**src/rtl/pooling_channel_scheduler_pkg.sv**
```systemverilog
// Shared types and size helpers for the pooling channel scheduler.
package pool_sched_pkg;

    typedef enum logic [2:0] {
        S_IDLE  = 3'd0,
        S_FEED  = 3'd1,
        S_DRAIN = 3'd2,
        S_SQZ   = 3'd3,
        S_NEXT  = 3'd4,
        S_DONE  = 3'd5
    } state_t;

    // PIX_NUM: pixels per channel.
    function automatic int pix_num(input int w, input int h);
        return w * h;
    endfunction

    // PIX_CNT_W: width of the per-channel pixel counter, never below 1.
    function automatic int pix_cnt_w(input int w, input int h);
        return (w * h > 1) ? $clog2(w * h) : 1;
    endfunction

endpackage

```
**src/rtl/pooling_channel_scheduler_rd_pipe.sv**
```systemverilog
// Valid delay line matching the feature-RAM read latency; EMPTY means no read in flight.
module pool_sched_rd_pipe #(
    parameter int STAGES = 1
) (
    input  logic CLK,
    input  logic RST,
    input  logic RD_EN,
    output logic DIN_VALID,
    output logic EMPTY
);

    logic [STAGES-1:0] vld_p0;

    generate
        if (STAGES == 1) begin : g_one
            always_ff @(posedge CLK or posedge RST) begin
                if (RST) vld_p0 <= '0;
                else     vld_p0 <= RD_EN;
            end
        end else begin : g_many
            always_ff @(posedge CLK or posedge RST) begin
                if (RST) vld_p0 <= '0;
                else     vld_p0 <= {vld_p0[STAGES-2:0], RD_EN};
            end
        end
    endgenerate

    assign DIN_VALID = vld_p0[STAGES-1];
    assign EMPTY     = (vld_p0 == '0);

endmodule

```
**src/rtl/pooling_channel_scheduler.sv**
```systemverilog
// Streams each channel of a feature map through the pooling core, then squeezes it out.
// Optional busy-cycle counter enabled by defining POOL_SCHED_PERF_CNT_EN.
module pooling_channel_scheduler
    import pool_sched_pkg::*;
#(
    parameter int P_WIDTH   = 16,
    parameter int P_HEIGHT  = 16,
    parameter int P_CH_W    = 3,
    parameter int P_ADDR_W  = 12,
    parameter int DW        = 24,
    parameter int P_RD_LAT  = 1,
    parameter int P_SQZ_MAX = 2 * P_WIDTH + 4
) (
    input  logic                CLK,
    input  logic                RST,
    input  logic                START,
    input  logic [P_CH_W:0]     CFG_CH_NUM,
    input  logic                HOLD,
    output logic                BUSY,
    output logic                DONE,
    output logic                ERR,
    output logic [P_CH_W-1:0]   CH_IDX,
    output logic                RD_EN,
    output logic [P_ADDR_W-1:0] RD_ADDR,
    input  logic [DW-1:0]       RD_DATA,
    output logic                POOL_DIN_VALID,
    output logic [DW-1:0]       POOL_DIN,
    output logic                POOL_SQUEEZE,
    output logic                POOL_NEXT_CH,
    input  logic                POOL_LAST_PIX,
    output logic [31:0]         PERF_CYCLES
);

    localparam int PIX_NUM   = pix_num(P_WIDTH, P_HEIGHT);
    localparam int PIX_CNT_W = pix_cnt_w(P_WIDTH, P_HEIGHT);
    localparam int SQZ_W     = $clog2(P_SQZ_MAX + 1);
    localparam int CH_MAX    = 2 ** P_CH_W;

    state_t                state;
    logic [PIX_CNT_W-1:0]  pix;
    logic [SQZ_W-1:0]      sqz_cnt;
    logic [P_ADDR_W-1:0]   base;
    logic [P_CH_W:0]       ch_num;
    logic [P_CH_W-1:0]     ch_idx;
    logic                  err_r;
    logic                  done_r;
    logic                  pipe_empty;
    logic                  sqz_lim;
    logic                  last_ch;
    logic [P_CH_W:0]       cfg_clamped;

    assign cfg_clamped = (CFG_CH_NUM > (P_CH_W+1)'(CH_MAX)) ? (P_CH_W+1)'(CH_MAX) : CFG_CH_NUM;
    assign sqz_lim     = (sqz_cnt == SQZ_W'(P_SQZ_MAX));
    assign last_ch     = ({1'b0, ch_idx} == (ch_num - (P_CH_W+1)'(1)));

    assign RD_EN          = (state == S_FEED) && !HOLD;
    assign RD_ADDR        = RD_EN ? (base + P_ADDR_W'(pix)) : '0;
    assign POOL_SQUEEZE   = (state == S_SQZ) && !HOLD && !sqz_lim;
    assign POOL_NEXT_CH   = (state == S_NEXT);
    assign BUSY           = (state == S_FEED) || (state == S_DRAIN) ||
                            (state == S_SQZ)  || (state == S_NEXT);
    assign DONE           = done_r;
    assign ERR            = err_r;
    assign CH_IDX         = ch_idx;
    assign POOL_DIN       = RD_DATA;

    pool_sched_rd_pipe #(
        .STAGES (P_RD_LAT)
    ) u_rd_pipe (
        .CLK       (CLK),
        .RST       (RST),
        .RD_EN     (RD_EN),
        .DIN_VALID (POOL_DIN_VALID),
        .EMPTY     (pipe_empty)
    );

    always_ff @(posedge CLK or posedge RST) begin
        if (RST) begin
            state   <= S_IDLE;
            pix     <= '0;
            sqz_cnt <= '0;
            base    <= '0;
            ch_num  <= '0;
            ch_idx  <= '0;
            err_r   <= 1'b0;
            done_r  <= 1'b0;
        end else begin
            // DONE is registered out of the DONE state, so it lands as IDLE resumes
            done_r <= (state == S_DONE);
            case (state)
                S_IDLE: begin
                    if (START) begin
                        err_r   <= 1'b0;
                        base    <= '0;
                        ch_idx  <= '0;
                        pix     <= '0;
                        sqz_cnt <= '0;
                        ch_num  <= cfg_clamped;
                        state   <= (CFG_CH_NUM == '0) ? S_DONE : S_FEED;
                    end
                end
                S_FEED: begin
                    if (POOL_LAST_PIX) err_r <= 1'b1;
                    if (!HOLD) begin
                        pix <= pix + PIX_CNT_W'(1);
                        if (pix == PIX_CNT_W'(PIX_NUM - 1)) state <= S_DRAIN;
                    end
                end
                S_DRAIN: begin
                    if (POOL_LAST_PIX) err_r <= 1'b1;
                    if (pipe_empty) state <= S_SQZ;
                end
                S_SQZ: begin
                    if (POOL_LAST_PIX) begin
                        state <= S_NEXT;
                    end else if (sqz_lim) begin
                        err_r <= 1'b1;
                        state <= S_NEXT;
                    end else if (!HOLD) begin
                        sqz_cnt <= sqz_cnt + SQZ_W'(1);
                    end
                end
                S_NEXT: begin
                    base    <= base + P_ADDR_W'(PIX_NUM);
                    pix     <= '0;
                    sqz_cnt <= '0;
                    if (last_ch) begin
                        state <= S_DONE;
                    end else begin
                        ch_idx <= ch_idx + P_CH_W'(1);
                        state  <= S_FEED;
                    end
                end
                S_DONE:  state <= S_IDLE;
                default: state <= S_IDLE;
            endcase
        end
    end

`ifdef POOL_SCHED_PERF_CNT_EN
    logic [31:0] perf_cnt;

    always_ff @(posedge CLK or posedge RST) begin
        if (RST) begin
            perf_cnt <= '0;
        end else if ((state == S_IDLE) && START) begin
            perf_cnt <= '0;
        end else if (BUSY && (perf_cnt != 32'hFFFF_FFFF)) begin
            perf_cnt <= perf_cnt + 32'd1;
        end
    end

    assign PERF_CYCLES = perf_cnt;
`else
    assign PERF_CYCLES = '0;
`endif

endmodule

```
**config.mk**
```make
export PLATFORM = sky130hd
export DESIGN_NAME = pooling_channel_scheduler
export DESIGN_NICKNAME = d
export VERILOG_FILES = /design/src/rtl/pooling_channel_scheduler_pkg.sv /design/src/rtl/pooling_channel_scheduler_rd_pipe.sv /design/src/rtl/pooling_channel_scheduler.sv
export SDC_FILE = /design/constraint.sdc
export NUM_CORES = 1
export LEC_CHECK = 0
export BUFFER_PORTS_ARGS = -buffer_cell sky130_fd_sc_hd__buf_2
export CORE_ASPECT_RATIO = 0.8
export CORE_MARGIN = 3
export CORE_UTILIZATION = 35
export CTS_CLUSTER_DIAMETER = 30
export CTS_CLUSTER_SIZE = 28
export DETAILED_ROUTE_END_ITERATION = 16
export SLEW_MARGIN = 20
export SYNTH_ARGS = -nofsm -noshare
export SYNTH_HDL_FRONTEND = slang
export SYNTH_HIERARCHICAL = 1
export SYNTH_SLANG_ARGS = --single-unit
```
**constraint.sdc**
```tcl
create_clock -name CLK -period 2.6 [get_ports CLK]
set_clock_uncertainty 0.05 [all_clocks]
set_input_delay 0.13 -clock CLK [delete_from_list [all_inputs] [get_ports CLK]]
set_output_delay 0.13 -clock CLK [all_outputs]
set_load 0.1 [all_outputs]
```
==> impl_metrics.tcl, run 1 <==
set metrics [dict create \
    status "finished clean" \
    yosysSeqAreaShare 0.3424 \
    crit_required_ns 2.42 \
    r2r-end "CH_IDX[1]" \
    routed_wl_um 4455 \
    r2r_slack_ns 0.50 \
    criticalPathCategory "flop to output port" \
    gp_congestion 0.8213 \
    min_to "ch_num[3]" \
    fin_crit_sh 0.8847 \
    mostFrequentLayoutCells "conb_1, dfrtp_1, buf_2, nand2_1" \
    rsz0062_at_grt "false" \
    num_vias 1659 \
    synth_edf_count 0 \
    wl_per_cell_um 12.84 \
    synth_cell_types 50 \
    grt_max_degree 31 \
    yosys.area.top_type "dfrtp_1" \
    nets 304 \
    reg2reg_from "state[1]" \
    cts_buffers 5 \
    start_util 0.3715 \
    final_area_um2 2307 \
    fp-row-count 25 \
    fmax_mhz 434.8 \
    cts_resized 0 \
    grt_pass1_wl_um 7438 \
    tns_ns 0 \
    grt_overflow_total 0 \
    ant_nets 0 \
    synth.top_cell.area_share 0.3424 \
    fillers 644 \
    dp_cells 338 \
    period_needed_ns 2.300 \
    final_common_cell "conb_1" \
    clockBufferDepth 2 \
    die_w_um 95.96 \
    insertion_delay_ns 0.28 \
    grt_pass1_vias 1531 \
    place_hpwl_um 3316 \
    htreeDepth 2 \
    r2r_cells 6 \
    track_usage 0.1264 \
    p_per_area_nw_per_um2 865.0 \
    drt-pass1-iter-count 4 \
    place_area_um2 2216 \
    hold_start "CFG_CH_NUM[3]" \
    drc 0 \
    ios 111 \
    viasPerCell 4.781 \
    clock_sinks 31 \
    final_cells 347 \
    hold_buffers 1 \
    die_y_um 77.97 \
    coreArea_um2 6100 \
    hold_path_depth 3 \
    slew_violations 0 \
    root_buffer "clkbuf_8" \
    hold_viol 0 \
    synth_seq_cells 31 \
    cts_tree "built" \
    syn_to_final_growth_pct 1.822 \
    drt-initial-drc-count 84 \
    finalSetupViolCount 0 \
    hp-class "input pin to flop" \
    drv_cap 0 \
    yosysWarnings 6 \
    clkTransAtPathRegs_ns 0.07 \
    cp_data_arrival_time_ns 2.12 \
    setup.worst_path.start_class "flop" \
    syn_area_per_cell_um2 8.921 \
    netlist_instances 254 \
    antenna_cells 0 \
    finish.utilization 0.3783 \
    p_total_w 0.001996 \
    antenna_found_initial 0 \
    async_flop_share 1.000 \
    drive_gt1_frac 0.1767 \
    power.leakage_nw 1.127 \
    synth-main-ff-cell "dfrtp_1" \
    postCtsSetupBuffers 0 \
    end_kind "output port" \
    peakVddDrop_mv 0.2518 \
    synth_area_um2 2266 \
    crit_path_max_fanout 13 \
    io_buffers 30 \
    dieArea_um2 7482 \
    ys_top_cells_by_area "dfrtp_1, buf_4, and2_1, ha_1, nand2_1" \
]
==> worst max path at each step <==
stage             start  slack (ns)  cells past startpoint           end
2_1_floorplan  state[2]        0.08                      4   RD_ADDR[10]
3_3_place_gp   state[1]        0.59                      6     CH_IDX[1]
3_5_place_dp   state[1]        0.55                      6     CH_IDX[1]
4_1_cts        state[1]        0.31                      4  POOL_NEXT_CH
5_1_grt        state[0]         0.1                      4  POOL_NEXT_CH
6_report       state[1]        0.30                      4  POOL_NEXT_CH
==> registers in the layout, summed over array words and instances (netlist names) <==
name	cells
CH_IDX	3
DONE	1
ERR	1
base	4
ch_num	4
pix	8
sqz_cnt	6
state	3
u_rd_pipe/DIN_VALID	1
==> report_power, final <==
group          switching, W  internal, W  leakage (nW)
Clock              0.000182     0.000188        0.0422
Sequential         0.000112     0.000572         0.408
Combinational      0.000739     0.000203         0.677
==> cell type report <==
| cell class | instances | area [µm²] | area share |
|---|---|---|---|
| clock inverters | 1 | 5.005 | 0.002169 |
| flip-flops and latches | 31 | 775.7 | 0.3362 |
| multi-input cells | 178 | 1102 | 0.4778 |
| inverters | 13 | 48.80 | 0.02115 |
| repair buffers | 36 | 197.7 | 0.08568 |
| well taps | 81 | 101.3 | 0.04393 |
| clock buffers | 7 | 76.32 | 0.03308 |
==> metal layers <==
layer	global-route usage	up-vias	wire length (µm)	share of wire
met5	0	-	0	0
met4	0.03693	0	13	0.0029
met3	0.03585	2	376	0.084
met2	0.1756	59	1865	0.42
met1	0.1879	782	2199	0.49
li1	-	816	-	-
==> cell families (layout without fill, tap and decap cells) <==
logic type | after synthesis | after routing | synth area share
AO/OA/AOI/OAI | 41 | 41 | 0.1254
buffers and inverters | 76 | 57 | 0.2225
multiplexers | 3 | 3 | 0.01325
XOR/XNOR | 13 | 13 | 0.05025
adder cells (fa/ha/maj) | 6 | 6 | 0.03313
other | 1 | 32 | 0.001655
AND/OR/NAND/NOR | 83 | 83 | 0.2115
flip-flops | 31 | 31 | 0.3424
==> critical path, cell delays in order, from the launching register on <==
cell	delay, ns
dfrtp_1	0.53
nor2_1	0.45
nand2_1	0.21
inv_1	0.18
buf_2	0.45
==> synth_stat cells, drive strengths merged, types with 2 or more instances <==
cell type / n
nor2: 9
xor2: 7
nand4: 3
a22o: 2
nand3: 10
a311o: 2
a31oi: 2
o211ai: 2
or3: 2
nor3: 3
buf: 58
nor2b: 2
dfrtp: 31
nand2: 20
a211oi: 4
mux2i: 3
nand3b: 4
o21ai: 9
clkbuf: 5
o31ai: 3
or4: 3
inv: 13
nor4: 2
ha: 6
a21oi: 9
and2: 13
and3: 3
xnor2: 6
==> per-stage QoR <==
stage	setup WS [ns]	hold WS (ns)
after floorplan	0.08110	-0.1913
after global placement	0.5944	-0.07666
after detailed placement	0.5468	-0.07210
after CTS	0.3078	0.03520
after global routing	0.09910	0.05420
final	0.2999	0.04423
(Power assumes the default switching activity.)
==> inputs of run 2 (changes only) <==
==> constraint.sdc (replaced) <==
create_clock -name CLK -period 2.35 [get_ports CLK]
set_clock_uncertainty 0.05 [all_clocks]
set_input_delay 0.1175 -clock CLK [delete_from_list [all_inputs] [get_ports CLK]]
set_output_delay 0.1175 -clock CLK [all_outputs]
set_load 0.1 [all_outputs]
==> run 2 against run 1 <==
Net effect:
- worst hold slack worse by 0.029 ns
- flip-flop and latch count unchanged
- first-iteration DRC count down 26%
- critical path depth down 1
- critical path type unchanged
- critical endpoint is now POOL_SQUEEZE
- largest cell class unchanged
- largest power group unchanged
- highest routed layer unchanged
==> impl_metrics.tcl, run 2 (synthesis results as in run 1) <==
set metrics [dict create \
    criticalPathCategory "flop to output port" \
    grt_pass1_wl_um 7327 \
    gp_congestion 0.8235 \
    status "finished clean" \
    syn_to_final_growth_pct 10.93 \
    fmax_mhz 474.1 \
    wl_per_cell_um 12.93 \
    critPathMaxStageDelay_ns 0.56 \
    use_met1 0.1828 \
    track_usage 0.1251 \
    hp-class "input pin to flop" \
    ant_nets 0 \
    power.leakage_nw 1.176 \
    crit_path_max_fanout 16 \
    drc 0 \
    r2r_slack_ns 0.34 \
    grtUsageMet2 0.1777 \
    dieArea_um2 7482 \
    fin_crit_sh 0.8975 \
    cp_cell_sequence "and4bb_2, a21boi_1, buf_2" \
    multiInputGateArea_um2 1121 \
    tns_ns 0 \
    cp_data_arrival_time_ns 1.94 \
    place_hpwl_um 3436 \
    root_buffer "clkbuf_8" \
    antenna_cells 0 \
    io_buffers 30 \
    clock_sinks 31 \
    die_y_um 77.97 \
    pre_cts_ws_ns 0.3753 \
    die_w_um 95.96 \
    drive_gt1_frac 0.2172 \
    nets 305 \
    setup_slack_ns 0.2408 \
    grt_pass1_vias 1489 \
    htreeDepth 2 \
    worstMarginPinSlew_ns 0.5031 \
    p_per_area_nw_per_um2 920.2 \
    hold_viol 0 \
    top_usage_layer "met1" \
    final_common_cell "conb_1" \
    finalSetupViolCount 0 \
    cts_tree "built" \
    hold_buffers 1 \
    cts_resized 0 \
    fp-row-count 25 \
    rsz0062_at_grt "false" \
    grt_max_degree 31 \
    crit_required_ns 2.18 \
    clockBufferDepth 2 \
    postCtsSetupBuffers 0 \
    cts_buffers 5 \
    drv_cap 0 \
    antenna_found_initial 0 \
    largest_register_ffs 8 \
    drt-pass1-iter-count 4 \
    mostFrequentLayoutCells "conb_1, dfrtp_1, nand2_1, buf_2, inv_1" \
    peakVddDrop_mv 0.2687 \
    viasPerCell 4.784 \
    final-seq-area_um2 775.7 \
    fillers 640 \
    gr-usage-met3 0.03779 \
    top_register "pix" \
    setup.worst_path.start_class "flop" \
    ios 111 \
    end_kind "output port" \
    start_util 0.3715 \
    max_slew_margin 0.6646 \
    coreArea_um2 6100 \
    num_vias 1665 \
    clkTransAtPathRegs_ns 0.07 \
    routed_wl_um 4499 \
    slew_violations 0 \
    grt_overflow_total 0 \
    crit_slowest_cell "dfrtp_1" \
    drt-initial-drc-count 62 \
    top_regs "pix: 8 flops, sqz_cnt: 6 flops" \
    period_needed_ns 2.109 \
    insertion_delay_ns 0.29 \
]
## run 2: changes by cell type in the layout (fill, tap and decap cells not counted)
cell,delta
buf_12,+12
and2_1,-9
and2_2,+9
buf_2,-12
buf_4,+1
xnor2_2,+1
xnor2_1,-1
## run 2: area by class of cell
cell class | count | share of cell area
multi-input cells | 178 | 0.4460
clock buffers | 7 | 0.03036
inverters | 13 | 0.01941
well taps | 81 | 0.04032
clock inverters | 1 | 0.001991
flip-flops and latches | 31 | 0.3086
repair buffers | 37 | 0.1533
## run 2: worst max-delay path, delay by kind of cell, from the launching register on
| kind | cells | cell delay [ns] |
|---|---|---|
| flops | 1 | 0.56 |
| buf+inv | 1 | 0.45 |
| compound gates | 1 | 0.20 |
| simple gates | 1 | 0.45 |
## run 2: per-stage QoR
stage	instances	area [µm²]	total power [W]	utilization	hold WS [ns]
4_1_cts	348	2514	0.002333	0.4121	0.01282
6_report	348	2514	0.002313	0.4121	0.01516
5_1_grt	348	2514	0.002447	0.4121	0.03869
2_1_floorplan	285	2402	0.001882	-	-0.2038
3_3_place_gp	339	2422	0.001899	0.3971	-0.08624
3_5_place_dp	339	2422	0.001920	0.3971	-0.08346
## run 2: worst paths after layout
kind	start	endpoint	cells past startpoint
setup / recovery	state[2]	POOL_SQUEEZE	3
hold / removal	CFG_CH_NUM[3]	ch_num[3]	3
setup reg to reg	sqz_cnt[0]	sqz_cnt[1]	6
hold reg to reg	ERR	ERR	1
max in group asynchronous	RST	ERR	4
min in group asynchronous	RST	u_rd_pipe/DIN_VALID	3
## run 2: routing by layer
layer  part of all wire  vias up
met5                  0        -
met3              0.081        7
met2               0.45       61
met1               0.46      785
met4              0.011        0
li1                   -      812
## run 2: power breakdown
group / switching, W / internal, W / leakage [nW]
logic: 0.000833 / 0.000318 / 0.726
registers: 0.000122 / 0.000633 / 0.408
clock network: 0.000199 / 0.000208 / 0.0422
